[src/rtl/product_accumulator_pkg.sv]
// Shared types and widths for the product accumulator and its 2x2 multiplier.
package product_accumulator_pkg;
  localparam int OP_W   = 2;
  localparam int PROD_W = 4;

  typedef enum logic {
    ACCUM = 1'b0,
    HOLD  = 1'b1
  } state_t;
endpackage

[src/rtl/mult_2x2.sv]
// Combinational 2x2 unsigned multiplier built from partial-product ANDs and two half adders.
module mult_2x2
  import product_accumulator_pkg::*;
(
  input  logic [OP_W-1:0]   a,
  input  logic [OP_W-1:0]   b,
  output logic [PROD_W-1:0] p
);
  logic a0b0, a0b1, a1b0, a1b1, c1;

  assign a0b0 = a[0] & b[0];
  assign a0b1 = a[0] & b[1];
  assign a1b0 = a[1] & b[0];
  assign a1b1 = a[1] & b[1];

  // First half adder folds the two middle partial products; second adds its carry to a1b1.
  assign c1   = a0b1 & a1b0;
  assign p[0] = a0b0;
  assign p[1] = a0b1 ^ a1b0;
  assign p[2] = a1b1 ^ c1;
  assign p[3] = a1b1 & c1;
endmodule

[src/rtl/product_accumulator.sv]
// Sums LEN products of 2-bit operand pairs; result valid the cycle after the LENth accept.
// in_ready drops while a result is held; the held result waits on out_ready indefinitely.
module product_accumulator
  import product_accumulator_pkg::*;
#(
  parameter int ACC_W = 8,
  parameter int LEN   = 4
) (
  input  logic                       clk,
  input  logic                       rst,
  input  logic                       clear,
  input  logic                       in_valid,
  output logic                       in_ready,
  input  logic [OP_W-1:0]            a,
  input  logic [OP_W-1:0]            b,
  output logic                       out_valid,
  input  logic                       out_ready,
  output logic [ACC_W-1:0]           acc,
  output logic [$clog2(LEN+1)-1:0]   count,
  output logic                       overflow
);
  localparam int CNT_W = $clog2(LEN + 1);

  state_t            state;
  logic [PROD_W-1:0] prod;
  logic [ACC_W:0]    sum;
  logic              accept;

  mult_2x2 u_mult (
    .a (a),
    .b (b),
    .p (prod)
  );

  assign in_ready  = (state == ACCUM);
  assign out_valid = (state == HOLD);
  assign accept    = in_valid & in_ready;

  // One extra bit on the adder exposes the wrap for the sticky overflow flag.
  assign sum = {1'b0, acc} + {{(ACC_W + 1 - PROD_W){1'b0}}, prod};

  always_ff @(posedge clk) begin
    if (rst || clear) begin
      state    <= ACCUM;
      acc      <= '0;
      count    <= '0;
      overflow <= 1'b0;
    end else begin
      case (state)
        ACCUM: begin
          if (accept) begin
            acc   <= sum[ACC_W-1:0];
            count <= count + CNT_W'(1);
            if (sum[ACC_W]) overflow <= 1'b1;
            if (count == CNT_W'(LEN - 1)) state <= HOLD;
          end
        end
        HOLD: begin
          if (out_ready) begin
            state    <= ACCUM;
            acc      <= '0;
            count    <= '0;
            overflow <= 1'b0;
          end
        end
        default: state <= ACCUM;
      endcase
    end
  end
endmodule

[config.mk]
export PLATFORM = sky130hd
export DESIGN_NAME = product_accumulator
export DESIGN_NICKNAME = d
export VERILOG_FILES = /design/src/rtl/product_accumulator_pkg.sv /design/src/rtl/mult_2x2.sv /design/src/rtl/product_accumulator.sv
export SDC_FILE = /design/constraint.sdc
export NUM_CORES = 1
export LEC_CHECK = 0
export CAP_MARGIN = 20
export CORE_UTILIZATION = 45
export CTS_BUF_LIST = sky130_fd_sc_hd__clkbuf_16
export CTS_CLUSTER_DIAMETER = 50
export DETAILED_ROUTE_END_ITERATION = 8
export DONT_BUFFER_PORTS = 1
export HOLD_SLACK_MARGIN = 0.12
export SLEW_MARGIN = 20
export SYNTH_ARGS = -nofsm -noshare
export SYNTH_HDL_FRONTEND = slang
export SYNTH_SLANG_ARGS = --single-unit
export TNS_END_PERCENT = 10
[constraint.sdc]
create_clock -name clk -period 1.8 [get_ports clk]
set_input_delay 0.27 -clock clk [delete_from_list [all_inputs] [get_ports clk]]
set_output_delay 0.27 -clock clk [all_outputs]
set_load 0.01 [all_outputs]
==> results.cfg <==
[logic_synthesis]
syn-num-nets = 110
dominantRegCellSynth = dfxtp_1
ys_ff_latch = 13
yosys_warnings = 0
syn_inst = 92
syn_area_per_cell_sq_um = 8.68
synth_edf_count = 0
yosysSeqAreaShare_pct = 32.6
synthArstFlopShare_pct = 0
yosysUniqueCellTypes = 31
synth_area_sq_um = 798

[status]
status = complete, but fails checks
violations = DRC

[clock_network]
clkSinkCount = 13
cts_setup_buffers = 0
htree_num_levels = 1
tritoncts = yes
cts_root_buf = clkbuf_16
clk_latency_ns = 0.25
hold_buffers = 0
cts_resized = 0
numCtsBuffers = 3
clockBufferDepth = 2
clk_pin_slew_ns = 0.05

[floorplan]
initial_core_util_pct = 50.6
die_w_microns = 44.1
die-area_sq_mm = 0.00195
ioPinCount = 23
die_y_microns = 44.1
row_count = 14
coreArea_sq_mm = 0.00158

[worst_setup_path]
worstPathArrival_ns = 1.82
critPathRequiredTime_ns = 1.93
cp_top_family = adder cells
crit_fanout = 3
endpoint_kind = flip-flop
worstSetupStartpointType = input pin
crit_start = a[0]
path_buf_inv = 0
cpMaxStageDelayCell = a211oi_1
regToRegStartpoint = acc[0]$_SDFFE_PP0P_
slowest_delay_ns = 0.42
path_class = in -> reg
path_cells = and2_1 -> ha_2 -> ha_1 -> a211oi_1 -> o21ai_2 -> nor2b_1 -> mux2i_1

[placement]
hpwlAfterDp_microns = 1250
gp_congestion = 0.737
placed_cells = 115
dp_slack_ns = -0.192
port_buffers = 0

[detailed_routing]
ant_nets = 0
drt_first_iter_violations = 12
drt_pass1_iterations = 6
drt_wl_total_microns = 1740
drcViolationCount = 1
wl_per_cell_microns = 14.6
num_vias = 690
avgViaCountPerCell = 5.80

[sta]
fmax_mhz = 593
setup-violations-final = 0
slew_viol_final = 0
post-route-min-period_ns = 1.69
hold_viol_final = 0
tns_ns = 0
worst_pin_slew_ns = 0.444
slew_headroom_pct = 70.3
period_share_pct = 93.8
fin_ws_ns = 0.112
grt_setup_unrepaired = no
skew_ns = 0.00334

[global_route]
grt_pass1_wl_microns = 2820
first_global_vias = 711
antenna_found_initial = 0
grt_start_max_net_pins = 10
gr-usage-all-layers_pct = 21.1
gr-total-overflow = 0

[layout]
fin_nets = 122
fin_util_pct = 62.9
antennaDiodeCount = 0
layoutNonFillerInstCount = 119
num-fill-cells = 145
syn2layout_area_growth_pct = 24.1
drive_above_1_share_pct = 25.2

[hold_path]
min_from = in_valid
hold_class = in -> reg

[flow_run]
drv_cap = 0

[power]
combinationalPowerShare_pct = 9.4
netSwitchingFraction_pct = 22.2
seq_power_share_pct = 37.0
clkPwrFrac_pct = 53.6
internal_power_mw = 0.625
peakVddDrop_mv = 0.683
p_sw_mw = 0.178
leakagePower_nw = 0.385
powerDensity_mw_per_mm2 = 811
layout make-up:
| class | count | area (sq um) | share of cell area, % |
|---|---|---|---|
| Timing Repair Buffer | 9 | 67.6 | 6.82 |
| Clock buffer | 3 | 75.1 | 7.58 |
| Clock inverter | 1 | 5.00 | 0.505 |
| Tap cell | 16 | 20.0 | 2.02 |
| Inverter | 7 | 26.3 | 2.65 |
| Sequential cell | 13 | 262 | 26.4 |
| Multi-Input combinational cell | 70 | 536 | 54.0 |
worst reg2reg max path, cell delays in order, from the launching register on:
cell and delay (ns):
dfxtp_2 0.32, ha_2 0.18, inv_1 0.06, fa_2 0.36, nor2b_2 0.13, o21ai_2 0.08
a2111o_1 0.41, o21ai_0 0.07
placed cells by master (no fill, tap or decap), types with 3 or more instances in the layout:
master	netlist	layout
a211oi_1	3	3
a21oi_1	7	7
nand2_1	7	7
clkbuf_16	0	3
nor2_1	12	12
inv_1	7	7
and2_1	4	4
ha_1	8	4
o21ai_2	1	3
buf_4	1	9
dfxtp_1	13	12
cells in the mapped netlist (2+ instances only):
library cell	number	share of area (%)
a211oi_1	3	2.8
ha_1	8	13
a21oi_1	7	4.4
a2111o_1	2	2.8
and2_1	4	3.1
dfxtp_1	13	33
a21o_1	2	1.9
mux2i_1	2	2.5
nand2_1	7	3.3
nor2b_1	3	2.4
inv_1	7	3.3
o21ai_0	3	1.9
a22oi_1	2	1.9
nor2_1	12	5.6
per-layer routing:
metal	GRT usage (%)	vias up	routed length, microns
met2	32.6	26	798
met5	0	-	0
met4	17.6	0	50
li1	-	347	-
met3	7.35	5	108
met1	22.9	312	779
cell families (layout without fill, tap and decap cells):
| group | count (synthesis) | in the layout | share of synthesized area, % |
|---|---|---|---|
| adder cells (fa/ha/maj) | 9 | 9 | 15.0 |
| multiplexers | 3 | 3 | 3.92 |
| XOR/XNOR | 1 | 1 | 1.10 |
| flip-flops | 13 | 13 | 32.6 |
| buffers and inverters | 9 | 20 | 5.64 |
| AND/OR/NAND/NOR | 31 | 31 | 18.7 |
| AO/OA/AOI/OAI | 26 | 26 | 23.0 |
stage by stage:
step	hold slack [ns]	power, mW	instance area [sq um]
6_report	0.175	0.804	991
5_1_grt	0.189	0.831	991
4_1_cts	0.179	0.810	983
3_5_place_dp	0.435	0.377	903
3_3_place_gp	0.430	0.375	903
2_1_floorplan	0.413	0.357	835
path summary, 6_finish.rpt:
check	end	slack (ns)	depth (start not counted)
max reg2reg	acc[4]$_SDFFE_PP0P_	0.12	7
max	acc[7]$_SDFFE_PP0P_	0.11	7
min reg2reg	acc[7]$_SDFFE_PP0P_	0.53	2
min	out_valid$_SDFF_PP0_	0.18	2
power by group through the flow:
| stage | sequential [mW] | clock [mW] | combinational (mW) |
|---|---|---|---|
| after floorplan | 0.303 | 0 | 0.0540 |
| after global routing | 0.298 | 0.446 | 0.0862 |
| after global placement | 0.303 | 0 | 0.0722 |
| after CTS | 0.298 | 0.438 | 0.0747 |
| final | 0.298 | 0.431 | 0.0751 |
| after detailed placement | 0.303 | 0 | 0.0742 |
state kept, by name (all words and copies together), names as in the netlist:
register,flops
acc,8
count,3
out_valid,1
overflow,1
No activity file was read; power rests on OpenSTA's default activity.
